===== src/rtl/sad_pkg.sv =====
// Shared types and defaults for the SAD search controller and the SAD datapath.
package sad_pkg;
    localparam int SAD_W_DEF       = 32;
    localparam int SAD_LATENCY_DEF = 18;

    typedef logic [SAD_W_DEF-1:0] sad_t;

    typedef enum logic [2:0] {
        ST_IDLE,
        ST_ISSUE,
        ST_WAIT,
        ST_EVAL,
        ST_DONE
    } state_e;
endpackage


===== src/rtl/sad_min_tracker.sv =====
// Running minimum of SAD results and the index where it was first seen.
module sad_min_tracker
    import sad_pkg::*;
#(
    parameter int SAD_W = SAD_W_DEF,
    parameter int IDX_W = 3
) (
    input  logic             clk,
    input  logic             rst,
    input  logic             clr,
    input  logic             upd_en,
    input  logic [SAD_W-1:0] sad,
    input  logic [IDX_W-1:0] idx,
    output logic [SAD_W-1:0] best_sad,
    output logic [IDX_W-1:0] best_idx
);
    logic [SAD_W-1:0] best_sad_q, best_sad_d;
    logic [IDX_W-1:0] best_idx_q, best_idx_d;

    // Strict compare so ties keep the earlier (lower) index.
    always_comb begin
        best_sad_d = best_sad_q;
        best_idx_d = best_idx_q;
        if (clr) begin
            best_sad_d = '1;
            best_idx_d = '0;
        end else if (upd_en && (sad < best_sad_q)) begin
            best_sad_d = sad;
            best_idx_d = idx;
        end
    end

    always_ff @(posedge clk or negedge rst) begin
        if (!rst) begin
            best_sad_q <= '1;
            best_idx_q <= '0;
        end else begin
            best_sad_q <= best_sad_d;
            best_idx_q <= best_idx_d;
        end
    end

    assign best_sad = best_sad_q;
    assign best_idx = best_idx_q;
endmodule


===== src/rtl/sad_search_ctrl.sv =====
// Minimum-SAD search scheduler: issues one candidate at a time to the SAD datapath,
// waits out its latency, and tracks the best result with optional early exit.
module sad_search_ctrl
    import sad_pkg::*;
#(
    parameter int NUM_CAND    = 8,
    parameter int CAND_W      = $clog2(NUM_CAND),
    parameter int SAD_W       = SAD_W_DEF,
    parameter int SAD_LATENCY = SAD_LATENCY_DEF
) (
    input  logic              clk,
    input  logic              rst,
    input  logic              start,
    input  logic              abort,
    input  logic              thresh_en,
    input  logic [SAD_W-1:0]  thresh,
    input  logic [SAD_W-1:0]  sad,
    output logic              sad_go,
    output logic [CAND_W-1:0] cand_idx,
    output logic              busy,
    output logic              done,
    output logic [SAD_W-1:0]  best_sad,
    output logic [CAND_W-1:0] best_idx,
    output logic              early_hit
);
    // state | meaning
    // IDLE  | waiting for start
    // ISSUE | sad_go low for the current candidate
    // WAIT  | datapath latency countdown
    // EVAL  | sad valid: compare and choose next step
    // DONE  | one-cycle done pulse, results valid
    localparam int CNT_W = $clog2(SAD_LATENCY);

    state_e            state_q, state_d;
    logic [CNT_W-1:0]  cnt_q, cnt_d;
    logic [CAND_W-1:0] cand_idx_q, cand_idx_d;
    logic              sad_go_q, sad_go_d;
    logic              busy_q, busy_d;
    logic              done_q, done_d;
    logic              early_hit_q, early_hit_d;
    logic [SAD_W-1:0]  thresh_q, thresh_d;
    logic              thresh_en_q, thresh_en_d;
    logic              trk_clr, trk_upd;

    always_comb begin
        state_d     = state_q;
        cnt_d       = cnt_q;
        cand_idx_d  = cand_idx_q;
        sad_go_d    = 1'b1;
        busy_d      = busy_q;
        done_d      = 1'b0;
        early_hit_d = early_hit_q;
        thresh_d    = thresh_q;
        thresh_en_d = thresh_en_q;
        trk_clr     = 1'b0;
        trk_upd     = 1'b0;
        unique case (state_q)
            ST_IDLE: begin
                if (start) begin
                    thresh_d    = thresh;
                    thresh_en_d = thresh_en;
                    cand_idx_d  = '0;
                    early_hit_d = 1'b0;
                    trk_clr     = 1'b1;
                    busy_d      = 1'b1;
                    sad_go_d    = 1'b0;
                    state_d     = ST_ISSUE;
                end
            end
            ST_ISSUE: begin
                cnt_d   = CNT_W'(SAD_LATENCY - 1);
                state_d = ST_WAIT;
            end
            ST_WAIT: begin
                cnt_d = cnt_q - CNT_W'(1);
                if (cnt_d == '0) state_d = ST_EVAL;
            end
            ST_EVAL: begin
                trk_upd = 1'b1;
                if (thresh_en_q && (sad <= thresh_q)) begin
                    early_hit_d = 1'b1;
                    done_d      = 1'b1;
                    busy_d      = 1'b0;
                    state_d     = ST_DONE;
                end else if (cand_idx_q == CAND_W'(NUM_CAND - 1)) begin
                    done_d  = 1'b1;
                    busy_d  = 1'b0;
                    state_d = ST_DONE;
                end else begin
                    cand_idx_d = cand_idx_q + CAND_W'(1);
                    sad_go_d   = 1'b0;
                    state_d    = ST_ISSUE;
                end
            end
            ST_DONE: state_d = ST_IDLE;
            default: state_d = ST_IDLE;
        endcase

        // Abort discards the search outright, including any EVAL decision this cycle.
        if (abort && (state_q == ST_ISSUE || state_q == ST_WAIT || state_q == ST_EVAL)) begin
            state_d     = ST_IDLE;
            sad_go_d    = 1'b1;
            done_d      = 1'b0;
            busy_d      = 1'b0;
            early_hit_d = 1'b0;
            trk_clr     = 1'b1;
            trk_upd     = 1'b0;
        end
    end

    always_ff @(posedge clk or negedge rst) begin
        if (!rst) begin
            state_q     <= ST_IDLE;
            cnt_q       <= '0;
            cand_idx_q  <= '0;
            sad_go_q    <= 1'b1;
            busy_q      <= 1'b0;
            done_q      <= 1'b0;
            early_hit_q <= 1'b0;
            thresh_q    <= '0;
            thresh_en_q <= 1'b0;
        end else begin
            state_q     <= state_d;
            cnt_q       <= cnt_d;
            cand_idx_q  <= cand_idx_d;
            sad_go_q    <= sad_go_d;
            busy_q      <= busy_d;
            done_q      <= done_d;
            early_hit_q <= early_hit_d;
            thresh_q    <= thresh_d;
            thresh_en_q <= thresh_en_d;
        end
    end

    sad_min_tracker #(
        .SAD_W (SAD_W),
        .IDX_W (CAND_W)
    ) u_min_tracker (
        .clk      (clk),
        .rst      (rst),
        .clr      (trk_clr),
        .upd_en   (trk_upd),
        .sad      (sad),
        .idx      (cand_idx_q),
        .best_sad (best_sad),
        .best_idx (best_idx)
    );

    assign sad_go    = sad_go_q;
    assign cand_idx  = cand_idx_q;
    assign busy      = busy_q;
    assign done      = done_q;
    assign early_hit = early_hit_q;
endmodule

===== config.mk =====
export PLATFORM = sky130hd
export DESIGN_NAME = sad_search_ctrl
export DESIGN_NICKNAME = d
export VERILOG_FILES = /design/src/rtl/sad_pkg.sv /design/src/rtl/sad_min_tracker.sv /design/src/rtl/sad_search_ctrl.sv
export SDC_FILE = /design/constraint.sdc
export NUM_CORES = 1
export LEC_CHECK = 0
export ABC_AREA = 1
export CAP_MARGIN = 5
export CORE_UTILIZATION = 23
export DETAILED_ROUTE_END_ITERATION = 6
export PLACE_DENSITY = 0.42
export SETUP_SLACK_MARGIN = 0.1
export SLEW_MARGIN = 20
export SYNTH_ARGS = -nofsm -noshare
export SYNTH_HDL_FRONTEND = slang
export SYNTH_SLANG_ARGS = --single-unit

===== constraint.sdc =====
create_clock -name clk -period 3.8 [get_ports clk]
set_clock_uncertainty 0.2 [all_clocks]
set_input_delay 0.76 -clock clk [delete_from_list [all_inputs] [get_ports clk]]
set_output_delay 0.76 -clock clk [all_outputs]
set_load 0.03 [all_outputs]

# Yosys cells after proc, flatten, opt, wreduce, memory -nomap -nowiden
# Cells that the tools add are included.
# word_totals
inputBits,69
register_bits,83
# op_classes
muxes,36
n_lt_le_gt_ge,2
eq_ne,11
n_reduce_logical,16
addsub,2
# op_table
operator,count
32-bit two-way mux,2
32-bit less-or-equal comparator,1
32-bit < comparator,1
3-bit two-way mux,10
1-bit two-way mux,18
3-bit one-hot mux with 4 select lines,1
5-bit one-hot mux with 2 select lines,1
3-bit by 2-bit equality test with 1-bit output (second input constant),2
2-bit != test (second input constant),3
3-bit by 2-bit != test with 1-bit output (second input constant),2
1-bit one-hot mux with 2 select lines,3
3-bit one-hot mux with 2 select lines,1
3-bit AND reduction,2
2-bit nonzero test,3
5-bit logical NOT,1
5-bit by 1-bit subtractor with 5-bit output (second input constant),1
4-bit by 3-bit != test with 1-bit output (second input constant),1
2-bit AND reduction,2
4-bit AND reduction,1
3-bit by 1-bit adder with 3-bit output (second input constant),1
3-bit by 1-bit equality test with 1-bit output (second input constant),1
3-bit equality test (second input constant),1
1-bit logical AND,3
3-bit logical NOT,1
3 further kinds,4

# Longest topological paths before layout
# Gate-level depths: netlist of the first run.
# logic_depth
word_depth,8
depth_mapped,19
ltp_nobuf,19

# By module
# Synthesis of the first run repeated with hierarchy kept, for this count alone.
# unflattened
cells_unflattened,650
area_unflattened_um2,5355.1
# by_module_without_submodules
module,area_per_inst_um2,cells_each,instances
sad_search_ctrl,2879.0,333,1
sad_min_tracker,2476.1,317,1

# Worst setup path before layout of the first run
# OpenSTA, ideal clock, no wires.
# synth_timing
path_type,input port to flip-flop
startpoint,input port sad[19]
endpoint,register u_min_tracker.best_idx_q[0] (netlist: u_min_tracker.best_idx[0])
slack_ns,1.421
path_buffers,1
required_ns,3.481
t_arrival_ns,2.060
cell_stages,9
setup_time_ns,0.119
cell_sequence,ha_1 a21oi_1 o21a_1 o221ai_1 a21oi_4 nand2_4 buf_6 nand3_1 nand2_1
# synth_via
elab_chain_len,3
# synth_rtl
element,line,text
"start, declared",sad_search_ctrl.sv:17,"input logic [SAD_W-1:0] sad,"
32-bit < comparator,sad_min_tracker.sv:27,end else if (upd_en && (sad < best_sad_q)) begin
1-bit logical AND,sad_min_tracker.sv:27,
2-bit nonzero test (no source line),-,
"end signal, assigned",sad_min_tracker.sv:39,best_idx_q <= best_idx_d;
"end, declared",sad_min_tracker.sv:18,"logic [IDX_W-1:0] best_idx_q, best_idx_d;"
# Every way passes these cells.
# A chain may end at the register's enable or synchronous reset.

# Worst setup path after layout of the first run
# layout_timing
startpoint,input port sad[27]
endpoint,register u_min_tracker.best_idx_q[0] (netlist: u_min_tracker.best_idx[0])
# The elaborated chain is that of the path after synthesis.

==> reports/qor.csv, run 1 <==
metric,value,unit
clkSinkCount,83,
hold_viol,0,
route.detailed.drc,0,
synth_edf_count,0,
core_area,21290,sq um
cts_resized,0,
die_h,150.0,microns
cts_buffers,9,
synth.largest_area_cell,dfrtp_1,
synth.distinct_cells,31,
critical_path_arrival,2.99,ns
vias,4372,
grt_use_total,13.70,%
synth_area_leaders,"dfrtp_1, dfstp_2, ha_1",
place_area,6451,sq um
fin_nets,857,
io_buffer_count,110,
htreeDepth,3,
first_iter_violations,176,
die_width,150.0,microns
p_leak,3.545,nW
crit_path_end,u_min_tracker.best_idx[0]$_DFFE_PN0P_,
cts_tree,built,
slew_violations,0,
rr_worst_depth,10,
synth-main-ff-cell,dfrtp_1,
cts-root-buf,clkbuf_16,
wl_per_cell,14.50,microns
yosysMostFrequentCell,nand2_1,
cts_hold_buffers,0,
start_kind,input pin,
hp-class,reg2reg,
worst_setup_path_end_kind,register,
avgSynthCellArea,8.264,sq um
crit_required,3.84,ns
outcome,"complete, no violations",
max_cap_viol_count,0,
seq_area_frac_synth,42.02,%
syn_area,5041,sq um
setup-violations-final,0,
min_period_over_period,77.82,%
stdcell_area,6770,sq um
antenna_found_initial,0,
worst_slew_pin_slew,1.007,ns
grt_pass1_vias,4420,
grt_setup_unrepaired,no,
grt_pass1_wl,23530,microns
ant_nets,0,
initial_core_util,23.68,%
syn2layout_area_growth,34.30,%
ys_ff_latch,83,
firstDrtPassIters,4,
min_period,2.957,ns
clock_path_buffers,2,
reg2reg_setup_slack,1.19,ns
power.density,661.0,nW/um^2
final.setup.tns,0,ns
syn_inst,610,
grt.overflow.total,0,
worstReg2RegEnd,u_min_tracker.best_idx[0]$_DFFE_PN0P_,
relSlewSlack,32.88,%
path_clk_slew,0.06,ns
dp_hpwl,10930,microns
boundaryPins,111,
synth_common_cells,"nand2_1, inv_1, nand3_1",
grt_start_max_net_pins,74,
rows,53,
syn-num-nets,746,
gp_congestion,0.7708,
diodes,0,
fmax,338.2,MHz
post_cts_buffers,0,
clk_latency,0.34,ns
synth_top_area_share,24.82,%
yosysWarnings,0,
cp_max_fo,35,
timing.rr.start,u_min_tracker.best_sad[27]$_DFFE_PN1P_,
via_per_inst,4.368,
ir_worst_vdd,0.0002728,V
die_area,22510,sq um
drive_gt1_share,9.229,%
drt-total-wl,14510,microns
path_class,in2reg,
async_flop_share,100.0,%
startpoint,sad[27],
-- worst min path at each step --
stage | start | to | slack (ns) | cells past startpoint
2_1_floorplan | rst | busy$_DFFE_PN0P_ | 0.26 | 0
3_3_place_gp | busy$_DFFE_PN0P_ | busy$_DFFE_PN0P_ | 0.27 | 2
3_5_place_dp | busy$_DFFE_PN0P_ | busy$_DFFE_PN0P_ | 0.27 | 2
4_1_cts | busy$_DFFE_PN0P_ | busy$_DFFE_PN0P_ | 0.29 | 2
5_1_grt | u_min_tracker.best_sad[17]$_DFFE_PN1P_ | u_min_tracker.best_sad[17]$_DFFE_PN1P_ | 0.31 | 2
6_report | busy$_DFFE_PN0P_ | busy$_DFFE_PN0P_ | 0.30 | 2
-- final cells by class --
type                    count  area, sq um
clock buffers              10        229.0
well taps                 275        344.1
flip-flops and latches     83         2118
clock inverters             6        90.09
inverters                  94        352.8
fillers                  2239        14520
repair buffers            119         1166
multi-input cells         414         2470
-- worst max-delay path, cell delays in order --
cell and delay [ns]:
clkdlybuf4s50_1 0.48, ha_1 0.34, a21oi_1 0.16, o21ai_0 0.11, nand2_1 0.06, o2111ai_1 0.14
a21oi_4 0.35, nand2_4 0.34, nand3_1 0.17, nand2_1 0.06
-- layer usage --
metal  track usage [%]  share of wire (%)
met1             18.12                 48
met2             22.20                 46
met3             2.988                5.1
met4             4.091                1.4
met5                 0                  0
-- report_power, final --
group | total, mW | switching [mW] | internal [mW]
Clock | 0.946 | 0.369 | 0.577
Combinational | 2.06 | 1.27 | 0.797
Sequential | 1.46 | 0.182 | 1.28
Total | 4.48 | 1.82 | 2.66
-- flip-flops by register name, indices dropped and copies added (netlist names) --
name / flops
early_hit: 1
u_min_tracker.best_idx: 3
state_q: 3
cnt_q: 5
done: 1
thresh_en_q: 1
busy: 1
cand_idx: 3
thresh_q: 32
sad_go: 1
u_min_tracker.best_sad: 32
-- cells in the final DEF, fill, tap and decap left out, types with 2 or more instances in the layout --
cell type          n
dfrtp_1           50
o2111ai_1          2
a21oi_1           65
o21a_1             2
o22ai_1            3
nor3_1             2
nor2_1            53
nand3_2            2
clkdlybuf4s50_1  109
nand4_1            4
inv_1             92
bufinv_16          2
a21boi_0           2
mux2_2             2
xor2_1             3
dfstp_2           33
nand2_1          108
clkbuf_16          9
buf_4             10
o21ai_0            9
ha_1              67
clkinv_4           2
nand3_1           82
-- per-stage QoR --
stage | setup slack (ns) | util, % | power [mW] | cells | hold WS (ns)
final | 0.8427 | 31.81 | 4.475 | 1001 | 0.2961
after global routing | 0.5829 | 31.81 | 4.900 | 1001 | 0.3114
after CTS | 0.8317 | 31.81 | 4.555 | 1001 | 0.2883
after detailed placement | 0.4645 | 30.31 | 3.574 | 985 | 0.2700
after global placement | 0.4835 | 30.31 | 3.520 | 985 | 0.2673
after floorplan | 1.421 | - | 2.828 | 610 | 0.2559
-- kinds of logic after synthesis --
logic type	after synthesis	share of synthesized area, %
and+or+nand+nor	255	21.84
buffers and inverters	113	9.084
AOI/OAI and AO/OA	87	9.456
DFF	83	42.02
adders and majority gates	67	16.63
xor gates and xnor gates	3	0.5213
muxes	2	0.4467
Power figures use the tool's default switching activity.
==> inputs of run 2 (changes only) <==
--- a/config.mk
+++ b/config.mk
@@ -9,7 +9,7 @@
 export CAP_MARGIN = 5
 export CORE_UTILIZATION = 23
 export DETAILED_ROUTE_END_ITERATION = 6
-export PLACE_DENSITY = 0.42
+export PLACE_DENSITY = 0.43
 export SETUP_SLACK_MARGIN = 0.1
 export SLEW_MARGIN = 20
 export SYNTH_ARGS = -nofsm -noshare
==> constraint.sdc (replaced) <==
create_clock -name clk -period 2.7 [get_ports clk]
set_clock_uncertainty 0.2 [all_clocks]
set_input_delay 0.54 -clock clk [delete_from_list [all_inputs] [get_ports clk]]
set_output_delay 0.54 -clock clk [all_outputs]
set_load 0.03 [all_outputs]
==> run 2 against run 1 <==
  * Combinational power rose by 50%
  * Non-clock buffer count is 32 higher
  * Via count grew 1.7%
  * Worst hold slack worse by 0.010 ns
  * Cell count rose by 3.2%
  * Clock power increased by 34%
  * Global-route usage is essentially flat
  * First-iteration DRC count is 25% lower
  * Design area increased by 5.4%
  * Sequential power up 41%
  * Core utilization rose by 1.7 points
  * Setup slack got worse by 0.62 ns
  * Critical path type unchanged
==> reports/qor.csv, run 2 (synthesized netlist as in run 1, its figures left out) <==
metric,value,unit
grt_start_max_net_pins,38,
grt_setup_unrepaired,yes,
min_period_over_period,91.88,%
path_clk_slew,0.06,ns
cts_tree,built,
p_total,6.440,mW
boundaryPins,111,
dp_hpwl,11320,microns
grt_use_total,13.66,%
die_h,150.0,microns
cpMaxStageDelayCell,clkdlybuf4s50_1,
die_width,150.0,microns
drive_gt1_share,14.64,%
p_clk_share,19.8,%
worst_setup_path_end_kind,register,
pwr-share-comb,48.2,%
rows,53,
clkSinkCount,83,
fmax,403.1,MHz
antenna_found_initial,0,
path_cells,clkdlybuf4s50_1 > ha_1 > a21oi_1 > o21ai_0 > nand2_1 > o2111ai_2 > a21oi_4 > buf_6 > buf_12 > nand3_1 > nand3_1,
slew_violations,0,
ir_worst_vdd,0.0005986,V
slowest_delay,0.47,ns
vias,4445,
rr_worst_depth,11,
start_kind,input pin,
post-place-ws,-0.3421,ns
top_layer_used,met4,
wl_met1,6722,microns
p_leak,3.777,nW
crit_cells,11,
hold_viol,0,
htreeDepth,3,
final_cell_mix,"nand2_1, clkdlybuf4s50_1, inv_1",
routed-wl-met3,746,microns
power.density,902.3,nW/um^2
ant_nets,0,
fin_nets,889,
diodes,0,
cts_buffers,9,
p_sw_share,40.37,%
final_util,33.53,%
outcome,"complete, no violations",
p_int,3.840,mW
clock_path_buffers,2,
io_buffer_count,110,
placed_cells,1015,
die_area,22510,sq um
layoutNonFillerInstCount,1033,
fin_ws,0.2194,ns
crit_path_end,u_min_tracker.best_sad[29]$_DFFE_PN1P_,
reg2reg_setup_slack,0.35,ns
relSlewSlack,67.22,%
crit_path_frequent_cell,nand3_1,
worst_slew_pin_slew,0.4918,ns
path_class,in2reg,
core_area,21290,sq um
grt.overflow.total,0,
hp-class,reg2reg,
grt_pass1_wl,23470,microns
syn2layout_area_growth,41.60,%
p_sw,2.600,mW
grt_pass1_vias,4562,
seqPwrFrac,32.0,%
timing.rr.start,u_min_tracker.best_sad[27]$_DFFE_PN1P_,
crit_required,2.78,ns
fill_cells,2230,
layout.cells.most_common,nand2_1,
critical_path_arrival,2.56,ns
initial_core_util,23.68,%
max_cap_viol_count,0,
wl_per_cell,14.03,microns
gp_congestion,0.8143,
via_per_inst,4.303,
wl_met2,6792,microns
critPathTopFamily,buffers and inverters,
worstReg2RegEnd,u_min_tracker.best_sad[29]$_DFFE_PN1P_,
firstDrtPassIters,5,
setup-violations-final,0,
min_period,2.481,ns
clk_latency,0.34,ns
path_buf_inv,3,
route.detailed.drc,0,
multi_input_area,2542,sq um
cp_max_fo,19,
regArea,2118,sq um
first_iter_violations,132,
drt-total-wl,14490,microns
cts-root-buf,clkbuf_16,
startpoint,sad[27],
==> run 2: cell count changes in the layout (fill, tap and decap cells not counted), sizes merged <==
| cell | change |
|---|---|
| dlygate4sd3 | +1 |
| dlymetal6s2s | +6 |
| clkinv | -2 |
| clkdlybuf4s50 | -6 |
| bufinv | -1 |
| buf | +31 |
| clkbuf | +4 |
| clkinvlp | -1 |
==> run 2: how the worst min path moves through the flow <==
stage                                                 startpoint                                endpoint  slack [ns]  cells past startpoint
final                                           busy$_DFFE_PN0P_                        busy$_DFFE_PN0P_        0.29                      2
after global routing      u_min_tracker.best_sad[12]$_DFFE_PN1P_  u_min_tracker.best_sad[12]$_DFFE_PN1P_        0.30                      2
after global placement                          busy$_DFFE_PN0P_                        busy$_DFFE_PN0P_        0.26                      2
after detailed placement                        busy$_DFFE_PN0P_                        busy$_DFFE_PN0P_        0.26                      2
after CTS                                       busy$_DFFE_PN0P_                        busy$_DFFE_PN0P_        0.29                      2
after floorplan                                              rst                        busy$_DFFE_PN0P_        0.04                      0
==> run 2: area by class of cell <==
| class | instances | area share (%) |
|---|---|---|
| Multi-Input combinational cell | 414 | 35.62 |
| Sequential cell | 83 | 29.68 |
| Timing Repair Buffer | 151 | 20.75 |
| Inverter | 94 | 4.943 |
| Tap cell | 275 | 4.820 |
| Clock buffer | 14 | 3.699 |
| Clock inverter | 2 | 0.4908 |
==> run 2: worst min-delay path, cell delays in order, from the launching register on <==
cell and delay (ns):
dfrtp_1 0.35, nand2_1 0.05, nand2_1 0.05
==> run 2: metrics by stage <==
stage                     TNS [ns]  hold WS [ns]  instance area (sq um)
after CTS                        0        0.2907                   7053
final                            0        0.2858                   7138
after floorplan                  0       0.04441                   5041
after global placement      -10.25        0.2640                   6726
after detailed placement    -9.872        0.2624                   6726
after global routing             0        0.3042                   7138
==> run 2: power by group through the flow <==
stage,registers (mW),clock network (mW),logic [mW]
after floorplan,2.37,0,1.61
after global placement,2.07,0,3.01
after detailed placement,2.08,0,3.06
after CTS,2.06,1.32,3.09
after global routing,2.13,1.37,3.53
final,2.06,1.27,3.10
==> run 2: routing by layer <==
layer / GRT usage, % / up-vias
met5: 0 / -
met4: 4.949 / 0
met3: 2.317 / 14
met2: 22.36 / 99
met1: 17.97 / 2055
li1: - / 2277
==> run 2: what timing repair did <==
| action | 4_1_cts | 5_1_grt |
|---|---|---|
| setup buffers | 0 | 1 |
| pin swaps | 0 | 10 |
| endpoints found under the hold margin | 21 | 0 |
| endpoints found under the setup margin | 5 | 41 |
| hold buffers | 1 | 0 |
| gates resized for setup | 5 | 22 |
| cloned | 0 | 0 |
